**src/rtl/pipe_wb.sv**
```systemverilog
// pipe_wb: MEM/WB pipeline register and writeback stage.
// Drives the register-file write port (wwreg / wGPR / RF_indata). The stage
// aligns sub-word loads and waits for a slow data memory. While it waits,
// wb_stall freezes the upstream stages.
//
// Ports:
//   clk, rst           clock; asynchronous active-low reset
//   mwreg, mm2reg      M-stage GPR write enable / load indicator
//   mGPR, malu         M-stage destination register / ALU result or address
//   mmo, mltype        raw DM read word / load type (lw, lb, lbu, lh, lhu)
//   dm_ready           DM read data valid this cycle
//   wwreg, wGPR        registered RF write enable / register number
//   RF_indata          registered RF write data
//   wb_stall           combinational upstream freeze request
//   dm_err             sticky DM timeout / misaligned-load flag
//   retire_cnt         count of retired RF writes (PIPE_WB_RETIRE_CNT_EN only)
//
// Optional feature: define PIPE_WB_RETIRE_CNT_EN to add the retire_cnt port.
module pipe_wb #(
    parameter int unsigned TIMEOUT = 16,
    parameter int unsigned CNT_W   = 5
) (
    input  logic        clk,
    input  logic        rst,
    input  logic        mwreg,
    input  logic        mm2reg,
    input  logic [4:0]  mGPR,
    input  logic [31:0] malu,
    input  logic [31:0] mmo,
    input  logic [2:0]  mltype,
    input  logic        dm_ready,
    output logic        wwreg,
    output logic [4:0]  wGPR,
    output logic [31:0] RF_indata,
    output logic        wb_stall,
    output logic        dm_err
`ifdef PIPE_WB_RETIRE_CNT_EN
    ,
    output logic [31:0] retire_cnt
`endif
);

    localparam int unsigned DATA_W = 32;
    localparam int unsigned REG_W  = 5;

    localparam logic [2:0] LT_LW  = 3'b000;
    localparam logic [2:0] LT_LB  = 3'b001;
    localparam logic [2:0] LT_LBU = 3'b010;
    localparam logic [2:0] LT_LH  = 3'b011;
    localparam logic [2:0] LT_LHU = 3'b100;

    typedef enum logic {
        ST_RUN  = 1'b0,
        ST_WAIT = 1'b1
    } state_e;

    state_e              state_q, state_d;
    logic [CNT_W-1:0]    cnt_q, cnt_d;
    logic                wwreg_q, wwreg_d;
    logic [REG_W-1:0]    wgpr_q, wgpr_d;
    logic [DATA_W-1:0]   rf_q, rf_d;
    logic                err_q, err_d;
    logic                stall_c;

    logic                is_load;
    logic                wr_ok;
    logic                timeout;
    logic                misaligned;
    logic [1:0]          off;
    logic [DATA_W-1:0]   shifted;
    logic [7:0]          ld_byte;
    logic [15:0]         ld_half;
    logic [DATA_W-1:0]   ld_data;

    // Little-endian sub-word extraction and extension.
    always_comb begin
        off     = malu[1:0];
        shifted = mmo >> {off, 3'b000};
        ld_byte = shifted[7:0];
        ld_half = off[1] ? mmo[31:16] : mmo[15:0];
        case (mltype)
            LT_LB:   ld_data = {{24{ld_byte[7]}}, ld_byte};
            LT_LBU:  ld_data = {24'd0, ld_byte};
            LT_LH:   ld_data = {{16{ld_half[15]}}, ld_half};
            LT_LHU:  ld_data = {16'd0, ld_half};
            default: ld_data = mmo;
        endcase
    end

    // Alignment faults; unused type codes behave as lw.
    always_comb begin
        case (mltype)
            LT_LB, LT_LBU: misaligned = 1'b0;
            LT_LH, LT_LHU: misaligned = off[0];
            default:       misaligned = (off != 2'd0);
        endcase
    end

    assign is_load = mm2reg & mwreg;
    assign wr_ok   = (mGPR != 5'd0);
    assign timeout = (cnt_q == CNT_W'(TIMEOUT));

    // Next-state and writeback selection.
    always_comb begin
        state_d = state_q;
        cnt_d   = cnt_q;
        wwreg_d = 1'b0;
        wgpr_d  = mGPR;
        rf_d    = rf_q;
        err_d   = err_q;
        stall_c = 1'b0;
        case (state_q)
            ST_RUN: begin
                if (!is_load) begin
                    rf_d    = malu;
                    wwreg_d = mwreg & wr_ok;
                end else if (misaligned) begin
                    // Faulting load retires without a write and never stalls.
                    rf_d  = ld_data;
                    err_d = 1'b1;
                end else if (dm_ready) begin
                    rf_d    = ld_data;
                    wwreg_d = wr_ok;
                end else begin
                    stall_c = 1'b1;
                    state_d = ST_WAIT;
                    cnt_d   = CNT_W'(1);
                end
            end
            ST_WAIT: begin
                if (dm_ready) begin
                    rf_d    = ld_data;
                    wwreg_d = wr_ok;
                    state_d = ST_RUN;
                    cnt_d   = '0;
                end else if (timeout) begin
                    // Forced completion: write zero so the pipeline can drain.
                    rf_d    = '0;
                    wwreg_d = wr_ok;
                    err_d   = 1'b1;
                    state_d = ST_RUN;
                    cnt_d   = '0;
                end else begin
                    stall_c = 1'b1;
                    cnt_d   = cnt_q + CNT_W'(1);
                end
            end
            default: begin
                state_d = ST_RUN;
                cnt_d   = '0;
            end
        endcase
    end

    // State and W-stage registers.
    always_ff @(posedge clk or negedge rst) begin
        if (!rst) begin
            state_q <= ST_RUN;
            cnt_q   <= '0;
            wwreg_q <= 1'b0;
            wgpr_q  <= '0;
            rf_q    <= '0;
            err_q   <= 1'b0;
        end else begin
            state_q <= state_d;
            cnt_q   <= cnt_d;
            wwreg_q <= wwreg_d;
            wgpr_q  <= wgpr_d;
            rf_q    <= rf_d;
            err_q   <= err_d;
        end
    end

`ifdef PIPE_WB_RETIRE_CNT_EN
    logic [31:0] retire_q;

    // Counts cycles with a real RF write; wraps naturally.
    always_ff @(posedge clk or negedge rst) begin
        if (!rst) begin
            retire_q <= '0;
        end else if (wwreg_q) begin
            retire_q <= retire_q + 32'd1;
        end
    end

    assign retire_cnt = retire_q;
`endif

    // Stall is held low while reset is asserted.
    assign wb_stall  = stall_c & rst;
    assign wwreg     = wwreg_q;
    assign wGPR      = wgpr_q;
    assign RF_indata = rf_q;
    assign dm_err    = err_q;

endmodule

```
**config.mk**
```make
export PLATFORM = sky130hd
export DESIGN_NAME = pipe_wb
export DESIGN_NICKNAME = d
export VERILOG_FILES = /design/src/rtl/pipe_wb.sv
export SDC_FILE = /design/constraint.sdc
export NUM_CORES = 1
export LEC_CHECK = 0
export CAP_MARGIN = 20
export CORE_MARGIN = 4
export CORE_UTILIZATION = 35
export DETAILED_ROUTE_END_ITERATION = 16
export PLACE_DENSITY = 0.66
export SLEW_MARGIN = 25
export SYNTH_ARGS = -nofsm -noshare
export SYNTH_HDL_FRONTEND = slang
export SYNTH_SLANG_ARGS = --single-unit
```
**constraint.sdc**
```tcl
create_clock -name clk -period 5.3 [get_ports clk]
set_input_delay 1.325 -clock clk [delete_from_list [all_inputs] [get_ports clk]]
set_output_delay 1.325 -clock clk [all_outputs]
set_load 0.05 [all_outputs]
```
# Word-level counts from Yosys, hierarchy flattened
# Index checks and enable logic that the tools add are counted.
# W data, S select, Z words.
totals:
  inputBits: 77
  register_bits: 45
  elab_cells: 64
  output_inout_bits: 40
op_classes:
  bitwise_logic: 4
  shifts: 1
  n_reduce_logical: 7
  add_sub_neg: 1
  muxes: 32
  eq_ne: 13
ops:
  columns: ["op", "count"]
  rows:
  - ["$mux W32", 5]
  - ["$pmux W32 S4", 1]
  - ["$pmux W32 S2", 1]
  - ["$shr A32 B5 Y8", 1]
  - ["$mux W5", 5]
  - ["$mux W16", 1]
  - ["$mux W1", 14]
  - ["$ne A2 B2 Y1 const B", 5]
  - ["$pmux W5 S2", 1]
  - ["$pmux W1 S2", 4]
  - ["$eq A3 B2 Y1 const B", 2]
  - ["$add A5 B1 Y5 const B", 1]
  - ["$eq A5 B5 Y1 const B", 1]
  - ["$reduce_bool A5 Y1", 1]
  - ["$ne A4 B4 Y1 const B", 1]
  - ["$reduce_and A4 Y1", 1]
  - ["$reduce_or A2 Y1", 2]
  - ["$and A1 B1 Y1", 3]
  - ["$eq A3 B1 Y1 const B", 1]
  - ["$eq A3 B3 Y1 const B", 1]
  - ["$ne A3 B2 Y1 const B", 1]
  - ["$reduce_and A3 Y1", 1]
  - ["$ne A2 B1 Y1 const B", 1]
  - ["$reduce_and A2 Y1", 1]
  - ["2 further kinds", 2]

# Longest topological paths before layout
# Gate-level depths: netlist of the first run.
logic_depth:
  ltp_word: 7
  ltp_mapped: 11
  ltp_nobuf: 8

# Worst setup path before layout of the first run
# No wires, ideal clock.
synth_timing:
  path_kind: "input -> output"
  start: "input mltype[0]"
  end: "output wb_stall"
  path_slack_ps: 566
  t_arrival_ps: 3409
  path_buffers: 3
  required_ps: 3975
  path_stages: 9
  cell_sequence: "buf_6 -> or3b_1 -> a21o_1 -> a2111o_1 -> and2_1 -> buf_6 -> buf_6 -> inv_1 -> and2_1"
synth_between:
  elab_chain_len: 7
  word_cells_on_any_way: 11
  classes_between: "eq/ne: 4; mux: 4; bitwise: 1; reduce/logical: 2"
synth_lines:
  columns: ["item", "line_no", "source"]
  rows:
  - ["start, declared", "30", "input logic [2:0] mltype,"]
  - ["$eq A3 B2 Y1, or another cell as far along", "92", "case (mltype)"]
  - ["$reduce_or A2 Y1", "92", null]
  - ["$pmux W1 S2 *", "92", null]
  - ["$mux W1 *", "117", "end else if (misaligned) begin"]
  - ["$mux W1 *", "114", "if (!is_load) begin"]
  - ["$pmux W1 S2 *", "112", "case (state_q)"]
  - ["named net stall_c", "63", "logic stall_c;"]
  - ["$and A1 B1 Y1 *", "190", "assign wb_stall = stall_c & rst;"]
  - ["end, declared", "35", "output logic wb_stall,"]
# Mark *: on every way through the listed nets, which the timed path passes. The rest lies on a longest branch.

# Worst setup path in the final report of the first run
# Ends and elaborated chain as after synthesis.

==> results by group, run 1 <==
Logic synthesis
  – Post-synthesis mux area share: a little under a tenth
  – Simple logic cell fraction of the synthesized area: between 10 and 15%
  – EDFF count, synth: 0
  – Synthesized area per cell: roughly 9 µm²
  – Post-synth top flop: dfrtp_1
  – Synth Area in Adders: less than 1%
  – Largest family of logic cells by synthesized area: compound AO/OA/AOI/OAI gates
  – Post-synthesis cell area: roughly 3000 µm²
  – Sequential share of the synthesized area: between 30 and 40%
  – Complex-gate fraction of the synthesized area: around a third
  – Synth Register Bits: 45
  – FFs w/ async S/R, synth: 100%
  – Post-synthesis net count: 417
  – Total number of yosys warnings: 0
  – Post-Synth XOR/XNOR Area: 0.581%
  – Netlist cell types: 45
  – Mapped Cells: 338

Finish
  – Area Overhead vs Synth: 45.5%
  – Net count reported at finish: ~530
  – Layout cell share with drive strength beyond 1: 9.87%
  – Antenna Diode Count: 0

Pwr
  – Peak supply drop: about 0.099 mV
  – Static Leak: about 1.8 nW
  – Pwr/cell area: ~270 nW/µm²
  – Int Pwr: 0.727 mW
  – Combinational power share: a little over two fifths
  – Clock Power Share: about 22%
  – Switching share of total power: a little under two fifths
  – Sequential power share: 36.0%
  – Net Sw Power: 0.440 mW

Job
  – Number of max-cap violations: 0

Critical path
  – WP data required: 3970 ps
  – Critical Path AT: ~3500 ps
  – Buf/Inv on CP: 3
  – WS Path Type: in2out
  – CP Launch Type: input port
  – Worst path max stage delay: approximately 530 ps
  – CP Cell Sequence: clkdlybuf4s50_1, or3b_1, a21o_1, a2111o_1, and2_1, inv_1, and2_1, buf_12
  – Setup crit end kind: output port
  – Slowest CP cell: clkdlybuf4s50_1
  – CP delay by family, top: simple AND/OR/NAND/NOR gates
  – Most numerous cell on the critical path: and2_1
  – CP Max Fanout: 9

Clock tree
  – CTS clk-pin slew, worst paths: roughly 80 ps
  – Clock Latency Late Sink: around 300 ps
  – Post-CTS Resized: 0
  – H-tree depth: 2
  – Post-CTS setup buffers: 0
  – TritonCTS Sinks: 45
  – Clock root buffer: clkbuf_8
  – CTS tree: built
  – Post-CTS Hold Buffers: 0
  – Num CTS Buffers: 5
  – Clk buf depth: 2

GRT
  – Vias in the first global route: slightly above 3k
  – First-pass GRT wire length: roughly 16 mm
  – Initial antenna violation count: 0
  – Largest net degree at the start of global routing: 46
  – GRT overflow: 0
  – GRT Total Usage: about a fifth

Drt
  – Wire per inst: 19.2 µm
  – DR iter-0 viols: 218
  – Routed wire length: between 10 and 15 mm
  – Vias: between 3k and 4k
  – Number of vias per cell: roughly 5.7
  – DRC Markers: 0
  – Detail Route Antenna Nets: 0
  – Drt pass-1 iters: 4

Timing
  – Slew HR: a little over two fifths
  – Final hold vios: 0
  – TNS Setup: 0 ps
  – Slew Limit Fails: 0
  – Setup repair after global routing missed its margin: no
  – Hold slack: a little under 500 ps
  – # setup viols final: 0
  – Worst Tran Pin Value: between 800 and 900 ps
  – Fin crit share: around 90%
  – Clock Skew: roughly 5.1 ps
  – Tmin final: between 4000 and 5000 ps
  – Fmax: roughly 210 MHz

Die
  – Initial Util: 36.3%
  – Die width: between 100 and 150 µm
  – Die ar.: 10200 µm²
  – # rows: 33
  – Die Ht: between 100 and 150 µm
  – Core Region: 8300 µm²
  – IO Pins: roughly 120

Hold path
  – Hold Path Class: reg2reg

Placement
  – DP Wirelength: 8.00 mm
  – PortBufs: about 120
  – GP Congestion: 0.920

Status
  – Status: complete, no violations
==> area by class of cell <==
class	count	area, µm²
multi-input cells	259	1730
flip-flops and latches	45	1130
clock inverters	2	35.0
inverters	5	18.8
clock buffers	5	68.8
repair buffers	130	1270
fillers	806	3920
well taps	105	131
==> layout by cell type (no fill, tap or decap), types with 2 or more instances in the layout <==
cell	Yosys	final
a21oi_1	27	26
a211o_1	2	2
or3_1	3	3
o22ai_1	9	9
nand3_1	4	4
nand2b_1	4	4
a21boi_0	15	15
dfrtp_1	45	45
xnor2_1	2	2
and2_1	6	6
nor2b_1	4	4
nand2_1	46	46
a22oi_1	2	2
inv_1	5	5
a32oi_1	13	13
clkbuf_8	0	5
a22o_1	2	2
mux2_4	13	13
a41oi_1	9	9
mux2i_1	2	2
and3_1	3	3
a21o_1	3	3
o21ai_0	32	32
clkdlybuf4s50_1	0	114
o31ai_1	3	3
a31oi_1	8	8
nor2_1	8	8
or4_1	2	2
a211oi_1	17	17
buf_4	0	14
nor3b_1	2	2
ha_1	2	2
mux2_2	4	4
==> cell usage after synthesis, types with 2 or more instances <==
library cell	count	area share, %
or4_1	2	0.50
a211o_1	2	0.58
mux2_4	13	6.5
o22ai_1	9	1.9
a21boi_0	15	3.7
mux2_2	4	1.5
nor3b_1	2	0.50
a21oi_1	27	4.5
and2_1	6	1.2
nand2_1	46	5.7
nand2b_1	4	0.83
a211oi_1	17	4.2
a41oi_1	9	2.6
clkbuf_1	24	3.0
a32oi_1	13	3.8
a31oi_1	8	1.7
and3_1	3	0.62
mux2i_1	2	0.66
buf_6	4	1.5
a22oi_1	2	0.50
xnor2_1	2	0.58
a22o_1	2	0.58
o31ai_1	3	0.75
a21o_1	3	0.75
nor2_1	8	1.0
or3_1	3	0.62
o21ai_0	32	5.3
ha_1	2	0.83
nor2b_1	4	0.83
inv_1	5	0.62
nand3_1	4	0.66
dfrtp_1	45	37
==> routing by layer <==
layer | global-route usage (%) | vias to the layer above | wire length, µm
met4 | 5.60 | 0 | 171
met5 | 0 | - | 0
li1 | - | 1499 | -
met2 | 32.7 | 122 | 5070
met3 | 3.18 | 13 | 785
met1 | 28.5 | 1510 | 4540
==> worst reg2reg max path: stages (launching register included) <==
cell and delay, ps:
dfrtp_1 430, inv_1 90, ha_1 150, nand2_1 50, nor3_1 330, nand2b_1 160
buf_4 240, and2_1 180, buf_4 400, mux2_2 400
==> final timing paths <==
kind | from | endpoint | slack (ps) | depth (start not counted)
setup / recovery | mltype[0] | wb_stall | 450 | 8
min in group asynchronous | rst | RF_indata[9] | 1110 | 2
max in group asynchronous | rst | RF_indata[27] | 3770 | 2
hold reg to reg | dm_err | dm_err | 490 | 1
setup reg to reg | cnt_q[0] | RF_indata[16] | 2760 | 9
hold / removal | dm_err | dm_err | 490 | 1
==> metrics by stage <==
stage | util (%) | total power, mW | cell area, µm² | setup slack, ps | cells
global route | 52.8 | 1.22 | 4380 | 328 | 551
floorplan | - | 0.715 | 3010 | 566 | 338
CTS | 52.8 | 1.17 | 4380 | 441 | 551
finish | 52.8 | 1.17 | 4380 | 447 | 551
global placement | 51.5 | 0.912 | 4270 | 495 | 543
detailed placement | 51.6 | 0.918 | 4280 | 447 | 544
==> flip-flops by register name, summed over array words and instances (netlist names) <==
register   count
dm_err         1
cnt_q          5
wGPR           5
wwreg          1
state_q        1
RF_indata     32
==> power by group through the flow <==
stage / Clock [mW] / Sequential [mW] / Combinational (mW)
2_1_floorplan: 0 / 0.563 / 0.152
3_3_place_gp: 0 / 0.426 / 0.486
3_5_place_dp: 0 / 0.427 / 0.491
4_1_cts: 0.261 / 0.421 / 0.492
5_1_grt: 0.270 / 0.427 / 0.521
6_report: 0.256 / 0.421 / 0.491
==> cells by family (layout without fill, tap and decap cells) <==
logic type | count (synthesis) | in the layout
xor gates and xnor gates | 2 | 2
muxes | 20 | 20
adders and majority gates | 2 | 2
and+or+nand+nor | 86 | 86
buffers and inverters | 34 | 142
AOI/OAI and AO/OA | 149 | 149
DFF | 45 | 45
(Power assumes the default switching activity.)
==> run 2: changes to the inputs <==
--- a/config.mk
+++ b/config.mk
@@ -5,7 +5,6 @@
 export SDC_FILE = /design/constraint.sdc
 export NUM_CORES = 1
 export LEC_CHECK = 0
-export CAP_MARGIN = 20
 export CORE_MARGIN = 4
 export CORE_UTILIZATION = 35
 export DETAILED_ROUTE_END_ITERATION = 16
==> results of run 2 <==
Final layout, timing and power as in run 1 (identical DEF).
==> run 3: changes to the inputs <==
--- a/config.mk
+++ b/config.mk
@@ -8,7 +8,7 @@
 export CORE_MARGIN = 4
 export CORE_UTILIZATION = 35
 export DETAILED_ROUTE_END_ITERATION = 16
-export PLACE_DENSITY = 0.66
+export PLACE_DENSITY = 0.69
 export SLEW_MARGIN = 25
 export SYNTH_ARGS = -nofsm -noshare
 export SYNTH_HDL_FRONTEND = slang
==> constraint.sdc (replaced) <==
create_clock -name clk -period 4.3 [get_ports clk]
set_input_delay 1.075 -clock clk [delete_from_list [all_inputs] [get_ports clk]]
set_output_delay 1.075 -clock clk [all_outputs]
set_load 0.05 [all_outputs]
==> run 3 against run 2 <==
  * Final area grew 0.86%
  * First-iteration DRC count down 0.46%
  * Clock power increased by 20%
  * Cell count rose by 0.91%
  * Register-to-register slack got worse by 770 ps
  * Non-clock buffer count rose by 5
  * Combinational power increased by 24%
  * Highest routed layer unchanged
  * Critical path type unchanged
==> results by group, run 3 (synthesized netlist as in run 1, its figures left out) <==
Timing
  – Hold slack: a little under 500 ps
  – Fmax: 239 MHz
  – Final hold vios: 0
  – # setup viols final: 0
  – TNS Setup: 0 ps
  – Slew HR: 58.5%
  – Fin crit share: just under 100%
  – Fin worst setup slack: ~120 ps
  – Setup repair after global routing missed its margin: no
  – Slew Limit Fails: 0
  – Clock Skew: between 5 and 6 ps
  – Worst Tran Pin Value: 622 ps
  – Tmin final: 4180 ps

Placement
  – Placed Instances: ~550
  – GP Congestion: approximately 0.87
  – Area post-placement: approximately 4300 µm²
  – Pre-CTS worst setup slack: approximately 99 ps
  – DP Wirelength: approximately 8 mm
  – PortBufs: between 100 and 150

Clock tree
  – CTS clk-pin slew, worst paths: roughly 80 ps
  – Post-CTS Resized: 0
  – TritonCTS Sinks: 45
  – CTS tree: built
  – Num CTS Buffers: 5
  – Post-CTS setup buffers: 0
  – H-tree depth: 2
  – Clock Latency Late Sink: 290 ps
  – Clock root buffer: clkbuf_8
  – Clk buf depth: 2

Die
  – Die Ht: approximately 100 µm
  – Die width: 101 µm
  – # rows: 33
  – IO Pins: around 120
  – Die ar.: between 10000 and 15000 µm²
  – Core Region: roughly 8300 µm²
  – Initial Util: between 30% and 40%

Drt
  – Number of vias per cell: 5.73
  – DRC Markers: 0
  – Wire per inst: roughly 19 µm
  – Detail Route Antenna Nets: 0
  – Post-Route M1 WL: 4.54 mm
  – DR iter-0 viols: between 200 and 250
  – Routed wire length: 10.5 mm
  – Highest routed layer: met4
  – WL met2: between 4 and 5 mm
  – Drt pass-1 iters: 4
  – WL met3: 780 µm
  – Vias: 3184

Hold path
  – Hold Path Class: reg2reg
  – Origin of the worst min-delay path: dm_err

Critical path
  – Crit path launch: mltype[1]
  – WS Path Type: in2out
  – WP data required: about 3200 ps
  – Critical Path AT: 3100 ps
  – R2R Path Start: cnt_q[0]
  – CP Max Fanout: 4
  – CP Launch Type: input port
  – Setup crit end kind: output port

GRT
  – Vias in the first global route: 3091
  – GRT Total Usage: 20.2%
  – First-pass GRT wire length: around 16 mm
  – Initial antenna violation count: 0
  – Largest net degree at the start of global routing: 46
  – GRT overflow: 0

Finish
  – Post-layout util: approximately 53%
  – Design Area, Final: 4420 µm²
  – Number of fill cells in the layout: 788
  – Max reg flops: 32
  – Final Non-Filler Cells: roughly 560
  – Net count reported at finish: 530
  – Commonest non-fill, non-tap cell in the layout: clkdlybuf4s50_1
  – Antenna Diode Count: 0
  – Area Overhead vs Synth: 46.7%
  – Most frequent cells in the layout: clkdlybuf4s50_1 (114), nand2_1 (46), dfrtp_1 (45), o21ai_0 (32), a21oi_1 (26)
  – Layout cell share with drive strength beyond 1: 10.9%

Pwr
  – Static Leak: between 1.5 and 2 nW
  – Peak supply drop: 0.128 mV
  – Pwr/cell area: approximately 320 nW/µm²
  – Total power: between 1 and 1.5 mW

Status
  – Status: complete, no violations

Job
  – Number of max-cap violations: 0
run 3: cell types whose count changed in the layout (fill, tap and decap cells not counted):
cell,before,now
buf_4,14,19
run 3: final timing paths:
kind,endpoint,slack [ps],depth (start not counted)
max,wb_stall,120,8
min,dm_err,500,1
max reg2reg,RF_indata[16],1990,8
min reg2reg,dm_err,500,1
max in group asynchronous,RF_indata[22],3020,2
min in group asynchronous,RF_indata[9],870,2
run 3: what timing repair did:
action | 4_1_cts | 5_1_grt
setup endpoints to repair | 0 | 1
hold buffers | 0 | 0
hold endpoints to repair | 0 | 0
run 3: power by group:
part | internal (mW) | switching [mW]
combinational | 0.251 | 0.359
sequential | 0.479 | 0.0375
clock | 0.169 | 0.139
run 3: metal layers:
layer	vias up	global-route usage [%]
met4	0	6.11
met2	124	31.8
met1	1532	28.7
li1	1511	-
met3	17	2.77
met5	-	0
run 3: critical path, cell delays in order:
cell and delay (ps):
clkdlybuf4s50_1 450, or3b_1 390, a21o_1 230, a2111o_1 430
and2_1 160, inv_1 60, and2_1 170, buf_12 140
run 3: cell type report:
type | count | area [µm²] | area share [%]
Multi-Input combinational cell | 259 | 1730 | 39.2
Clock buffer | 5 | 68.8 | 1.56
Sequential cell | 45 | 1130 | 25.5
Clock inverter | 2 | 35.0 | 0.792
Timing Repair Buffer | 135 | 1310 | 29.6
Tap cell | 105 | 131 | 2.97
Inverter | 5 | 18.8 | 0.424
